===== config.mk =====
export PLATFORM = sky130hd
export DESIGN_NAME = pipelined_adder
export DESIGN_NICKNAME = d
export VERILOG_FILES = /design/src/rtl/pipelined_adder.sv
export SDC_FILE = /design/constraint.sdc
export NUM_CORES = 1
export LEC_CHECK = 0
export ABC_AREA = 1
export ABC_CLOCK_PERIOD_IN_PS = 2600
export BUFFER_PORTS_ARGS = -buffer_cell sky130_fd_sc_hd__buf_2
export CORE_MARGIN = 2
export CORE_UTILIZATION = 57
export CTS_CLUSTER_DIAMETER = 150
export DETAILED_ROUTE_END_ITERATION = 12
export PLACE_DENSITY_LB_ADDON = 0.2
export SLEW_MARGIN = 20
export SYNTH_ARGS = -nofsm -noshare
export SYNTH_HDL_FRONTEND = slang
export SYNTH_SLANG_ARGS = --single-unit

===== constraint.sdc =====
create_clock -name clk -period 2.6 [get_ports clk]
set_input_delay 0.13 -clock clk [delete_from_list [all_inputs] [get_ports clk]]
set_output_delay 0.13 -clock clk [all_outputs]
set_load 0.05 [all_outputs]

===== src/rtl/pipelined_adder.sv =====
`default_nettype none
// ============================================================================
//  Module   : pipelined_adder
//  Purpose  : Chunked, carry-registered two's-complement adder/subtractor with
//             valid/ready flow control. One STAGE_BITS chunk is resolved per
//             stage; a single global advance moves or holds the whole pipe.
//  Revision : 1.0  initial release
// ============================================================================
module pipelined_adder #(
    parameter int WIDTH      = 16,
    parameter int STAGE_BITS = 4
) (
    input  logic             clk,
    input  logic             rst,
    input  logic             in_valid,
    output logic             in_ready,
    input  logic [WIDTH-1:0] a,
    input  logic [WIDTH-1:0] b,
    input  logic             cin,
    input  logic             sub,
    output logic             out_valid,
    input  logic             out_ready,
    output logic [WIDTH-1:0] sum,
    output logic             cout,
    output logic             overflow
);

    localparam int STAGES = WIDTH / STAGE_BITS;

    logic             w_advance;
    logic [WIDTH-1:0] w_b_eff;
    logic             w_c0;
    logic             overflow_d;
    logic             overflow_q;

    // Subtraction is a + ~b + (cin ^ 1): cin acts as a borrow-in in sub mode.
    assign w_b_eff   = sub ? ~b : b;
    assign w_c0      = cin ^ sub;

    // The pipe moves as a unit; a bubble inside never releases a stall.
    assign w_advance = !out_valid || out_ready;
    assign in_ready  = w_advance;

    genvar k;
    generate
        for (k = 0; k < STAGES; k++) begin : g_stage
            // Number of result bits resolved once this stage has registered.
            localparam int DONE_W = (k + 1) * STAGE_BITS;

            logic [STAGE_BITS-1:0] w_a;
            logic [STAGE_BITS-1:0] w_b;
            logic                  w_c;
            logic                  w_v;
            logic [STAGE_BITS:0]   w_add;
            logic [DONE_W-1:0]     sum_d;
            logic [DONE_W-1:0]     sum_q;
            logic                  carry_q;
            logic                  valid_q;

            if (k == 0) begin : g_src_port
                assign w_a = a[STAGE_BITS-1:0];
                assign w_b = w_b_eff[STAGE_BITS-1:0];
                assign w_c = w_c0;
                assign w_v = in_valid;
            end else begin : g_src_prev
                assign w_a = g_stage[k-1].g_fwd.opa_q[STAGE_BITS-1:0];
                assign w_b = g_stage[k-1].g_fwd.opb_q[STAGE_BITS-1:0];
                assign w_c = g_stage[k-1].carry_q;
                assign w_v = g_stage[k-1].valid_q;
            end

            // Only STAGE_BITS+1 bits of carry logic sit between registers.
            assign w_add = {1'b0, w_a} + {1'b0, w_b} + {{STAGE_BITS{1'b0}}, w_c};

            if (k == 0) begin : g_sum_first
                assign sum_d = w_add[STAGE_BITS-1:0];
            end else begin : g_sum_next
                assign sum_d = {w_add[STAGE_BITS-1:0], g_stage[k-1].sum_q};
            end

            // Stage result: low chunks computed so far, chunk carry and valid.
            always_ff @(posedge clk) begin
                if (rst) begin
                    sum_q   <= '0;
                    carry_q <= 1'b0;
                    valid_q <= 1'b0;
                end else if (w_advance) begin
                    sum_q   <= sum_d;
                    carry_q <= w_add[STAGE_BITS];
                    valid_q <= w_v;
                end
            end

            // Unconsumed high chunks travel alongside until their stage.
            if (k < STAGES - 1) begin : g_fwd
                localparam int REM_W = WIDTH - (k + 1) * STAGE_BITS;

                logic [REM_W-1:0] opa_d;
                logic [REM_W-1:0] opb_d;
                logic [REM_W-1:0] opa_q;
                logic [REM_W-1:0] opb_q;

                if (k == 0) begin : g_fwd_port
                    assign opa_d = a[WIDTH-1:STAGE_BITS];
                    assign opb_d = w_b_eff[WIDTH-1:STAGE_BITS];
                end else begin : g_fwd_prev
                    assign opa_d = g_stage[k-1].g_fwd.opa_q[REM_W+STAGE_BITS-1:STAGE_BITS];
                    assign opb_d = g_stage[k-1].g_fwd.opb_q[REM_W+STAGE_BITS-1:STAGE_BITS];
                end

                // Delay the remaining operand chunks by one stage.
                always_ff @(posedge clk) begin
                    if (rst) begin
                        opa_q <= '0;
                        opb_q <= '0;
                    end else if (w_advance) begin
                        opa_q <= opa_d;
                        opb_q <= opb_d;
                    end
                end
            end
        end
    endgenerate

    // Carry into the MSB is recovered from the MSB sum bit: a ^ b ^ s.
    assign overflow_d = g_stage[STAGES-1].w_a[STAGE_BITS-1]
                      ^ g_stage[STAGES-1].w_b[STAGE_BITS-1]
                      ^ g_stage[STAGES-1].w_add[STAGE_BITS-1]
                      ^ g_stage[STAGES-1].w_add[STAGE_BITS];

    // Signed overflow flag registered alongside the final stage.
    always_ff @(posedge clk) begin
        if (rst) begin
            overflow_q <= 1'b0;
        end else if (w_advance) begin
            overflow_q <= overflow_d;
        end
    end

    assign sum       = g_stage[STAGES-1].sum_q;
    assign cout      = g_stage[STAGES-1].carry_q;
    assign out_valid = g_stage[STAGES-1].valid_q;
    assign overflow  = overflow_q;

endmodule
`default_nettype wire


* Word-level counts from Yosys, hierarchy flattened
Index checks and enable logic that the tools add are counted.
Operators by class: $add $sub $neg 8, bitwise operators 5, multiplexer cells 1, reduce and logical (&&, ||, !) cells 2
Operator list (count):
- 4-bit by 4-bit adder with 5-bit output | 4
- 5-bit by 1-bit adder with 5-bit output | 4
- 16-bit two-way mux | 1
- 16-bit NOT | 1
- 1-bit bitwise XOR | 4
- 1-bit logical NOT | 1
- 1-bit logical OR | 1
Storage, ports and cells: input bits 38, register bits 97, logic and storage cells 35, output and inout bits 20

* Logic depth before layout (Yosys ltp)
Gate-level depths: netlist (run 1).
depth in word-level cells 4, depth in mapped cells 10, depth with buffers taken out 9

* Least setup slack after synthesis (run 1)
No wires, ideal clock.
kind input -> register, start point in sub, end point reg g_stage[0].carry_q, arrival 1.739 ns, required time 2.478 ns, setup time 0.122 ns, buffers on the path 2, path slack 0.739 ns, stages on the path 9, path through buf_4 > buf_4 > xor2_1 > fa_1 > fa_1 > nand2_1 > inv_1 > o21ai_0 > a21oi_1
Between the ends: cells in the longest elaborated chain, start to end 3, elaborated cells on any way between the ends 4, classes of those cells 2 x add/sub; 1 x mux; 1 x bitwise
Ends and longest elaborated chain:
- start: declaration | line 20 | input logic sub,
- 16-bit two-way mux | line 37 | assign w_b_eff = sub ? ~b : b;
- 4-bit by 4-bit adder with 5-bit output | line 73 | assign w_add = {1'b0, w_a} + {1'b0, w_b} + {{STAGE_BITS{1'b0}}, w_c};
- 5-bit by 1-bit adder with 5-bit output (*) | line 73
- end signal: assignment | line 89 | carry_q <= w_add[STAGE_BITS];
- end: declaration | line 57 | logic carry_q;
Every way passes the cells marked *; elsewhere a longest branch is shown, timed or not. A chain may end at the register's enable or synchronous reset.

* Worst setup path after layout (run 1)
start point reg g_stage[2].carry_q, end point reg overflow_q (netlist: overflow)
Between the ends: cells in the longest elaborated chain, start to end 3
Ends and longest elaborated chain:
- start: declaration | line 57
- start signal: assignment | line 89
- 5-bit by 1-bit adder with 5-bit output (*) | line 73
- 1-bit bitwise XOR | line 128 | ^ g_stage[STAGES-1].w_add[STAGE_BITS-1]
- 1-bit bitwise XOR (*) | line 129 | ^ g_stage[STAGES-1].w_add[STAGE_BITS];
- end signal: assignment | line 136 | overflow_q <= overflow_d;
- end: declaration | line 34 | logic overflow_q;
Marks and branches as above.

==> results of run 1 <==
-- worst max-delay path by stage --
stage                            start                  to  cells past startpoint
floorplan                          sub  g_stage[0].carry_q                      9
global placement                   sub  g_stage[0].carry_q                      8
detailed placement  g_stage[2].carry_q            overflow                      8
CTS                 g_stage[2].carry_q            overflow                      8
global route        g_stage[2].carry_q            overflow                      8
finish              g_stage[2].carry_q            overflow                      8
-- metal layers --
layer | routed length (um) | up-vias | global-route usage, %
met4 | 84 | 0 | 7.44
met3 | 203 | 7 | 3.26
met1 | 3610 | 1461 | 27.3
met5 | 0 | - | 0
li1 | - | 1729 | -
met2 | 3390 | 47 | 35.5
-- layout by cell type, fill, tap and decap left out, types with 2 or more instances in the layout --
master	Yosys	layout
a31oi_1	4	4
buf_2	16	57
ha_1	12	12
dfxtp_1	97	97
nand3_1	13	13
a21oi_1	23	23
buf_12	0	2
clkinv_2	0	2
fa_1	8	8
or2_2	4	4
clkinvlp_4	0	2
clkbuf_8	0	11
nor2_1	140	140
inv_1	26	26
xnor2_1	11	11
nand2_1	31	31
o21ai_1	23	23
buf_4	5	3
o21ai_0	76	76
xor2_1	6	6
-- sequential cells by signal, summed over array words and instances (netlist names) --
signal,count
g_stage.sum_q,24
overflow,1
cout,1
sum,16
g_stage.g_fwd.opb_q,24
g_stage.valid_q,3
out_valid,1
g_stage.carry_q,3
g_stage.g_fwd.opa_q,24
-- critical path: stages (launching register included) --
cell and delay, ns:
dfxtp_1 0.34, fa_1 0.47, fa_1 0.45, nand3_1 0.12
nand3_1 0.09, nand2_1 0.08, nand3_1 0.06, nand2_1 0.07
inv_1 0.03
-- where the power goes --
| group | leakage [nW] | switching (mW) | total, mW | internal (mW) |
|---|---|---|---|---|
| clock network | 0.0874 | 0.483 | 0.878 | 0.395 |
| registers | 0.798 | 0.0574 | 1.66 | 1.60 |
| logic | 1.40 | 0.243 | 0.395 | 0.152 |
| total | 2.29 | 0.783 | 2.93 | 2.15 |
-- per-stage QoR --
step	utilization [%]	hold WS [ns]
after floorplan	-	0.199
after global placement	63.6	0.357
after detailed placement	63.6	0.354
after CTS	66.4	0.0315
after global routing	66.4	0.0441
final	66.4	0.0403
-- cell usage after synthesis --
cell      number  area share [%]
a21oi_1       23             2.8
a31oi_1        4            0.61
buf_2         16             2.0
buf_4          5            0.92
buf_6          2            0.55
clkbuf_1       8            0.74
clkbuf_2       1            0.12
dfxtp_1       97              48
fa_1           8             3.9
ha_1          12             3.7
inv_1         26             2.4
inv_2          2            0.18
nand2_1       31             2.9
nand3_1       13             1.6
nand3b_1       1            0.18
nand4_1        1            0.15
nor2_1       140              13
nor2_4         1            0.28
o21ai_0       76             9.3
o21ai_1       23             2.8
or2_2          4            0.61
xnor2_1       11             2.4
xor2_1         6             1.3
-- layout make-up --
class	count	share of cell area, %
Clock buffer	11	3.32
Clock inverter	4	0.631
Inverter	28	2.33
Multi-Input combinational cell	354	40.6
Sequential cell	97	42.6
Tap cell	96	2.64
Timing Repair Buffer	63	7.85
-- cell families after synthesis --
group	Yosys count
flops	97
buf+inv	60
fa+ha+maj	20
xor+xnor	17
compound gates	126
simple gates	191
-- repair_timing --
action,in CTS,in global routing
setup buffers,0,0
endpoints found under the hold margin,1,0
hold buffers,1,0
==> metrics list, run 1 <==
* Die outline height: 88.5 um
* Cell depth of the worst min-delay path: 3
- Synth Net Count: 569
- Summing all multi-input logic gate instances after layout gives 1850 um2.
- Register Area: 1940 um2
- Die X: 88.5 um
- After layout, the worst setup slack is 0.812 ns.
- STA classifies the critical path startpoint as a flop.
- Sum Neg Setup Slack: 0 ns
* Clock latency of the later-clocked register in the worst-skew pair: 0.34 ns
* Xor and xnor fraction of the mapped netlist area: 3.65%
- Unrepaired setup endpoints after global routing: false
- The count of pins over their slew limit is 0.
- The tree is rooted in a clkbuf_8.
- Clock Tree Buf Depth: 2
* Sequential cell area fraction in the yosys report: 47.7%
- The worst hold path terminates at g_stage[0].g_fwd.opa_q[11].
- Summing the areas of all fa, ha and maj instances in the mapped netlist gives 7.62% of the synthesized area.
- Rel. slew slack: 54.8%
- Final Total Pwr: 2.93 mW
- The total overflow left after global routing is 0.
- Area growth syn-to-layout: 11.9%
* Filler-free cell count of the finished design: 653
* H-tree depth: 3
- Final hold viol count: 0
- Detailed placement ended at an HPWL of 4.95 mm.
* Number of global-route vias before repair: 2978
- The first global-routing pass estimated 13.0 mm of wire.
- Endpoint of the worst-slack reg-to-reg timing path: overflow
* Total GRT Usage: 21.0%
- Yosys printed 0 warnings.
* Initial standard-cell utilization of the core: 59.3%
- The min-delay analysis places its worst path in the category primary input to flop.
* Area fraction in and, or, nand and nor cells after synthesis: 18.6%
* Total cell area at the placement stage: 4370 um2
* Required time of the worst setup path: 2.85 ns
- After the first detailed-routing iteration, the DRC count stood at 156.
* Multiplexer share of the synthesized area: 0%
- Worst EP arrival: 2.04 ns
* Syn_area_per_cell: 7.97 um2
- Area fraction in compound gates after synthesis: 15.6%
- The first TritonRoute pass finished after 4 iterations.
* Number of buffers inserted by port buffering: 57
* Status: finished clean
* Ports placed on the boundary: 58
* Largest family of logic cells by synthesized area: simple AND/OR/NAND/NOR gates
- In this run the most critical hold path is launched from a[15].
- Of all nets on the critical path, the largest fanout is 3.
* FILL cells: 650
- Placed insts: 637
- Initial antenna violation count: 0
- Measured in cells, the most critical reg-to-reg path has a length of 8.
- Clock skew on the completed layout was measured at 0.00699 ns.
- Final cycle utilization of the critical path: 68.8%
* Share of layout cells above drive strength 1: 15.1%
- Maximum number of pins on one net before global-route repair: 85
- Power per cell area: 643 nW/um2
* Cell row count: 30
* CTS Sinks: 97
- Pre-CTS WS: 0.832 ns
- Via count of the routed design: 3244
- Timing would allow up to 559 MHz.
- With fillers left out, the area of the finished cells amounts to 4560 um2.
- R2R setup slack: 0.81 ns
* Total wire length: 7.29 mm
* Number of different library cells in the post-synthesis netlist: 23
- Using the TritonRoute via totals, the vias-per-cell ratio works out to 4.97.
- Area of the placeable core: 6870 um2
- Clock-pin slew on the worst setup and hold paths: 0.09 ns
* Cell area after technology mapping: 4070 um2
* Placer Congestion: 0.779
* Number of antenna-violating nets in the routed design: 0
- Clock period minus final worst setup slack: 1.79 ns
- After detailed routing, the number of remaining DRC violations is 0.
- Clock tree from TritonCTS: yes
* Post-Syn Instances: 511
* Worst IR Drop VDD: 317 uV
- The synthesized design contains 97 register bits.
- CTS buffer count: 9
- Setup violations remaining at the end of the flow were counted as 0.
- Final net count: 611
- 0 antenna diodes ended up in the layout.
- For the pin with the worst max-slew slack, the measured transition is 0.678 ns.
- Number of gates resized after CTS: 0
- Detail-routed net length per standard cell: 11.2 um
- Max Cap Violations: 0
- The critical path is of the flop to flop type.
- The worst setup path is captured at a flop.
- The worst register-to-register path begins at g_stage[2].carry_q.
* Pleak: 2.29 nW
- Full die area: 7840 um2
No activity file was read; power rests on OpenSTA's default activity.
==> inputs of run 2 (changes only) <==
--- a/config.mk
+++ b/config.mk
@@ -6,7 +6,7 @@
 export NUM_CORES = 1
 export LEC_CHECK = 0
 export ABC_AREA = 1
-export ABC_CLOCK_PERIOD_IN_PS = 2600
+export ABC_CLOCK_PERIOD_IN_PS = 1830
 export BUFFER_PORTS_ARGS = -buffer_cell sky130_fd_sc_hd__buf_2
 export CORE_MARGIN = 2
 export CORE_UTILIZATION = 57
==> constraint.sdc (replaced) <==
create_clock -name clk -period 1.83 [get_ports clk]
set_input_delay 0.0915 -clock clk [delete_from_list [all_inputs] [get_ports clk]]
set_output_delay 0.0915 -clock clk [all_outputs]
set_load 0.05 [all_outputs]
==> run 2 against run 1 <==
Net effect: count of clock-buffer cells in the layout shrank 1; final area grew 4.0%; clock skew shrank 0.0020 ns; critical endpoint unchanged; largest cell class unchanged.
==> metrics list, run 2 (synthesis results as in run 1) <==
* Required time of the worst setup path: 2.14 ns (-0.71 ns)
- The count of maximum capacitance violations was 0 (unchanged).
- Post-route clock skew: 0.00497 ns (-0.00202 ns)
- The hold-fix buffer count after cts came to 9 (+8).
- Grt total ovfl: 0 (unchanged)
* Status: finished clean
- The total track usage came to 21.7% (+0.78 points).
- Die outline height: 88.5 um (unchanged)
- Global-route wire length before repair: 13.4 mm (+3.2%)
* Sum Neg Setup Slack: 0 ns (unchanged)
- Power per cell area: 967 nW/um2 (+50%)
- Detail-routed net length per standard cell: 11.5 um (+3.0%)
- Number of antenna-violating nets in the routed design: 0 (unchanged)
- The critical path arrival came to 2.03 ns (about the same).
- Full die area: 7840 um2 (unchanged)
- The number of fillers in the final layout is 601 (-7.5%).
* Clock-pin slew on the worst setup and hold paths: 0.09 ns (about the same)
- Setup repair after global routing left no endpoint under its margin.
- The clock net sink count came to 97 (unchanged).
- The largest buffer count on any clock path came to 2 (unchanged).
* Pleak: 2.39 nW (+4.2%)
* Start-to-end type of the worst setup path: flop to flop
- The worst-margin pin slew is 0.355 ns (-0.323 ns).
* Total wire length: 7.64 mm (+4.9%)
- The number of remaining DRC errors is 0 (unchanged).
- The number of buffers inserted by port buffering is 57 (unchanged).
- Via count of the routed design: 3298 (+1.7%)
- The final hold violation count is 0 (unchanged).
- The worst slew slack as a fraction of its limit came to 76.3% (+21 points).
- The core footprint came to 6870 um2 (unchanged).
- The final estimated routing congestion in global placement came to 0.795 (+2.0%).
* Number of global-route vias before repair: 3054 (+2.6%)
- The number of I/O pins came to 58 (unchanged).
- Die X: 88.5 um (unchanged)
- The estimated wirelength of the detail-placed design was 5.10 mm (+3.1%).
- Pre-CTS WS: 0.0837 ns (-0.748 ns)
- Clock tree from TritonCTS: yes
* TritonRoute pass-1 iters: 4 (unchanged)
- The library cell used most frequently in the layout, excluding fill and tap cells, is nor2_1.
- The worst setup path is launched from a flop.
- Post-CTS setup buffer count: 0 (unchanged)
* Initial antenna violation count: 0 (unchanged)
- The via density per instance is 4.96 (-0.17%).
- Final Total Pwr: 4.59 mW (+56%)
- The share of layout cells above drive strength 1 is 15.5% (+0.38 points).
* Worst IR Drop VDD: 508 uV (+60%)
- Largest incremental delay on the critical path: 0.46 ns (about the same)
* Largest registers ranked by flip-flop count: g_stage.g_fwd.opa_q: 24 flops, g_stage.g_fwd.opb_q: 24 flops, g_stage.sum_q: 24 flops
- N_diodes: 0 (unchanged)
- Clock root buffer master: clkbuf_8
* Clock period minus final worst setup slack: 1.72 ns (-0.0655 ns)
* Setup slack after layout: 0.107 ns (-0.704 ns)
* Final cycle utilization of the critical path: 94.1% (+25 points)
* Worst hold path type: primary input to flop
* CTS buffer count: 9 (unchanged)
- Traced cell by cell, the critical path runs through fa_1, fa_1, nand2_1, nand2_1, nand2_1, nand2_1, nand3_1, nand2_1, inv_1.
- Maximum number of pins on one net before global-route repair: 60 (-29%)
- Number of design-rule violations left by the first detailed-router iteration: 172 (+10%)
* Cell row count: 30 (unchanged)
- Critical-path maximum fanout: 3 (unchanged)
* Dominant cell type by count on the critical path: nand2_1
- Leaving out fill and tap cells, the most frequent cells in the layout are 140 x nor2_1, 97 x dfxtp_1, 76 x o21ai_0.
- The quantity of gates resized following cts is 0 (unchanged).
- The slowest stage of the critical path belongs to the cell fa_1.
- The maximum frequency from static timing analysis was 580 MHz (+3.8%).
- Compared with the post-synthesis result, the final layout area differs by 16.4%.
- The initial core utilization was 59.3% (unchanged).
- The clock latency of the later-clocked register in the worst-skew pair came to 0.35 ns (about the same).
- The utilization after layout came to 69.0% (+2.7 points).
* Final net count: 623 (+2.0%)
- The count of pins over their slew limit was 0 (unchanged).
- The worst setup path is captured at a flop.
- The count of H-tree levels built during CTS is 3 (unchanged).
- Setup violations, final: 0 (unchanged)
run 2: changes by cell type in the layout (fill, tap and decap cells not counted):
| cell | change |
|---|---|
| bufinv_16 | +3 |
| buf_4 | +3 |
| buf_12 | +1 |
| dlygate4sd3_1 | +8 |
| clkinvlp_4 | -2 |
| clkbuf_8 | -1 |
run 2: layer usage:
| layer | wire length [um] | track usage [%] | vias to the layer above |
|---|---|---|---|
| li1 | - | - | 1754 |
| met1 | 3740 | 28.3 | 1468 |
| met2 | 3530 | 35.7 | 67 |
| met3 | 263 | 3.54 | 9 |
| met4 | 107 | 9.64 | 0 |
| met5 | 0 | 0 | - |
run 2: worst paths after layout:
check / startpoint / end / slack, ns / depth (start not counted)
max: g_stage[2].carry_q / overflow / 0.11 / 9
min: a[13] / g_stage[0].g_fwd.opa_q[9] / 0.006 / 3
max reg2reg: g_stage[2].carry_q / overflow / 0.11 / 9
min reg2reg: sum[5] / sum[5] / 0.48 / 2
run 2: critical path: cells and delay by family, from the launching register on:
family / cells / cell delay [ns]
flip-flops: 1 / 0.33
AND/OR/NAND/NOR: 6 / 0.40
adder cells (fa/ha/maj): 2 / 0.89
buffers and inverters: 1 / 0.04
run 2: final cells by class:
cell class              count  area [um2]  share of cell area (%)
multi-input cells         354        1850                    39.1
clock inverters             5         104                    2.19
clock buffers              10         138                    2.90
flip-flops and latches     97        1940                    40.9
well taps                  96         120                    2.53
repair buffers             75         480                    10.1
inverters                  28         106                    2.24
run 2: where the power goes:
| group | internal [mW] | switching (mW) |
|---|---|---|
| clock network | 0.938 | 0.708 |
| logic | 0.232 | 0.350 |
| registers | 2.28 | 0.0833 |
run 2: stage by stage:
stage / hold WS [ns] / std cells / cell area (um2)
6_report: 0.00618 / 665 / 4740
5_1_grt: 0.0140 / 665 / 4740
4_1_cts: 0.00227 / 665 / 4740
3_5_place_dp: 0.300 / 641 / 4410
3_3_place_gp: 0.298 / 641 / 4410
2_1_floorplan: 0.161 / 511 / 4070
==> inputs of run 3 (changes only) <==
--- a/config.mk
+++ b/config.mk
@@ -7,11 +7,11 @@
 export LEC_CHECK = 0
 export ABC_AREA = 1
 export ABC_CLOCK_PERIOD_IN_PS = 1830
-export BUFFER_PORTS_ARGS = -buffer_cell sky130_fd_sc_hd__buf_2
 export CORE_MARGIN = 2
-export CORE_UTILIZATION = 57
+export CORE_UTILIZATION = 62
 export CTS_CLUSTER_DIAMETER = 150
 export DETAILED_ROUTE_END_ITERATION = 12
+export DONT_BUFFER_PORTS = 1
 export PLACE_DENSITY_LB_ADDON = 0.2
 export SLEW_MARGIN = 20
 export SYNTH_ARGS = -nofsm -noshare
==> run 3 against run 2 <==
Net effect: final area down 0.13%; largest cell class unchanged; setup slack worse by 0.017 ns; register-to-register slack lost 0.02 ns; total power fell by 7.7%; flip-flop and latch count unchanged; non-clock buffer count fell by 17; first-iteration DRC count grew 17%; sequential share of layout area is 0.054 points higher; via count increased by 2.3%; combinational power decreased by 2%; worst hold slack better by 0.059 ns; final cell count shrank 5.3%; highest routed layer unchanged.
==> metrics list, run 3 (synthesis results as in run 1) <==
* Status: finished clean
- In this run the clock root is driven by a clkbuf_8.
- Number of design-rule violations left by the first detailed-router iteration: 201 (+17%)
- Number of gates resized after CTS: 0 (unchanged)
- The count of H-tree levels built during CTS is 3 (unchanged).
* Grt total ovfl: 0 (unchanged)
- The final estimated routing congestion in global placement was 0.783 (-1.5%).
- The global-route wire length before repair is 14.2 mm (+6.4%).
- Final hold viol count: 0 (unchanged)
* N_diodes: 0 (unchanged)
- The remaining antenna violation count after routing came to 0 (unchanged).
* Maximum number of pins on one net before global-route repair: 77 (+28%)
- STA classifies the critical path startpoint as a flop.
* R2R setup slack: 0.09 ns (-0.02 ns)
* Number of buffers inserted by port buffering: 0 (-100%)
- The number of buffers inserted by post-CTS setup repair was 0 (unchanged).
* Tightest hold margin: 0.0655 ns (+0.0593 ns)
- Clock-pin slew on the worst setup and hold paths: 0.09 ns (about the same)
- The hold-fix buffer count after cts is 38 (+29).
* Final cycle utilization of the critical path: 95.1% (+0.91 points)
- Ports placed on the boundary: 58 (unchanged)
- The core footprint came to 6350 um2 (-7.6%).
- Cell depth of the worst min-delay path: 3 (unchanged)
* Slew of the pin with the lowest slew margin: 0.667 ns (+0.312 ns)
- The wire length after detailed routing is 8.10 mm (+5.9%).
- Hold-critical path endpoint: g_stage[0].sum_q[1]
- Setup repair after global routing left no endpoint under its margin.
* Full die area: 7240 um2 (-7.7%)
- The clock tree skew after final layout came to 0.00839 ns (+0.00342 ns).
- Achievable clock frequency: 575 MHz (-0.96%)
- The ratio of total power to cell area is 894 nW/um2 (-7.6%).
* Worst IR Drop VDD: 722 uV (+42%)
- Pleak: 2.27 nW (-5.0%)
- Endpoint of the worst-slack reg-to-reg timing path: overflow
- Number of global-route vias before repair: 3217 (+5.3%)
- Total GRT Usage: 24.6% (+2.9 points)
- Detailed-route DRC error count: 0 (unchanged)
* Critical-path maximum fanout: 3 (unchanged)
- Via count of the routed design: 3375 (+2.3%)
- The share of layout cells above drive strength 1 came to 7.41% (-8.1 points).
- Total count of max-transition violations in the final report: 0 (unchanged)
* Total cell area at the placement stage: 4170 um2 (-5.4%)
- Initial standard-cell utilization of the core: 64.2% (+4.8 points)
- The worst hold path begins at a[1].
- Required time of the worst setup path: 2.13 ns (about the same)
- Post-DR vias/cell: 5.36 (+8.0%)
* Final net count: 606 (-2.7%)
- Die X: 85.1 um (-3.9%)
- Initial antenna violation count: 0 (unchanged)
- The count of maximum capacitance violations is 0 (unchanged).
- The per-cell routed wire length was 12.8 um (+12%).
- Rel. slew slack: 55.5% (-21 points)
- The largest registers in the layout are g_stage.g_fwd.opa_q: 24 flops, g_stage.g_fwd.opb_q: 24 flops, g_stage.sum_q: 24 flops.
- Total non-filler cell area in the finished layout: 4740 um2 (-0.13%)
- The final setup violation count was 0 (unchanged).
- The aggregate negative setup slack is 0 ns (unchanged).
* Die outline height: 85.1 um (-3.9%)
* Post-DP HPWL: 4.96 mm (-2.8%)
- The number of buffers created by CTS is 9 (unchanged).
* Sort of element at the end of the critical path: flop
- Reg-to-reg critical path startpoint: g_stage[2].carry_q
- Relative to the synthesized area, the layout overhead comes to 16.2%.
- The critical path arrival was 2.04 ns (about the same).
- The largest buffer count on any clock path came to 2 (unchanged).
- The library cell used most frequently in the layout, excluding fill and tap cells, is nor2_1.
- The path depth of the worst reg2reg path is 9 (unchanged).
- TritonRoute pass-1 iters: 4 (unchanged)
- The time the worst path needs with I/O delays and setup came to 1.74 ns (+0.0167 ns).
- Clock latency of the later-clocked register in the worst-skew pair: 0.35 ns (about the same)
- CTS Sinks: 97 (unchanged)
- The tightest min-delay check is of the primary input to flop type.
* Start-to-end type of the worst setup path: flop to flop
- Clock tree from TritonCTS: yes
* Commonest cells after routing, fill and taps aside: 140 x nor2_1, 97 x dfxtp_1, 76 x o21ai_0
- The standard-cell row count was 29 (-3.3%).
[run 3: critical path, cell delays in order (launching register included)]
cell	delay [ns]
dfxtp_1	0.33
fa_1	0.46
fa_1	0.44
nand2_1	0.09
nand2_1	0.05
nand2_1	0.08
nand2_1	0.07
nand3_1	0.08
nand2_1	0.05
inv_1	0.04
[run 3: per-stage QoR]
| stage | util [%] | total power, mW | std cells | setup WS (ns) |
|---|---|---|---|---|
| floorplan | - | 2.81 | 511 | 0.00781 |
| global placement | 65.7 | 2.90 | 576 | 0.162 |
| detailed placement | 65.7 | 2.92 | 576 | 0.124 |
| CTS | 74.6 | 4.25 | 630 | 0.102 |
| global route | 74.6 | 4.43 | 630 | 0.000625 |
| finish | 74.6 | 4.23 | 630 | 0.0904 |
[run 3: area by class of cell]
class                      count  area [um2]
sequential                    97        1940
tap                           77        96.3
fill                         487        1610
clock buffer                  13         159
inverter                      28         108
timing repair buffer          58         556
clock inverter                 3        23.8
multi-input combinational    354        1850
[run 3: metal layers]
| layer | part of all wire [%] | wire length [um] | GRT usage, % |
|---|---|---|---|
| met5 | 0 | 0 | 0 |
| met2 | 51 | 4120 | 42.8 |
| met4 | 1.8 | 143 | 10.2 |
| met1 | 44 | 3540 | 30.1 |
| met3 | 3.6 | 293 | 4.28 |
[run 3: how the worst max path moves through the flow]
stage                                   from            endpoint  cells after the start
final                     g_stage[2].carry_q            overflow                      9
after global routing      g_stage[2].carry_q            overflow                      9
after CTS                 g_stage[2].carry_q            overflow                      9
after detailed placement  g_stage[2].carry_q            overflow                      9
after global placement    g_stage[2].carry_q            overflow                      8
after floorplan                          sub  g_stage[0].carry_q                      9
[run 3: where the power goes]
group	leakage (nW)	internal (mW)	switching, mW	total (mW)
Combinational	1.38	0.255	0.316	0.572
Sequential	0.798	2.28	0.117	2.39
Clock	0.0863	0.575	0.694	1.27
Total	2.27	3.11	1.13	4.23
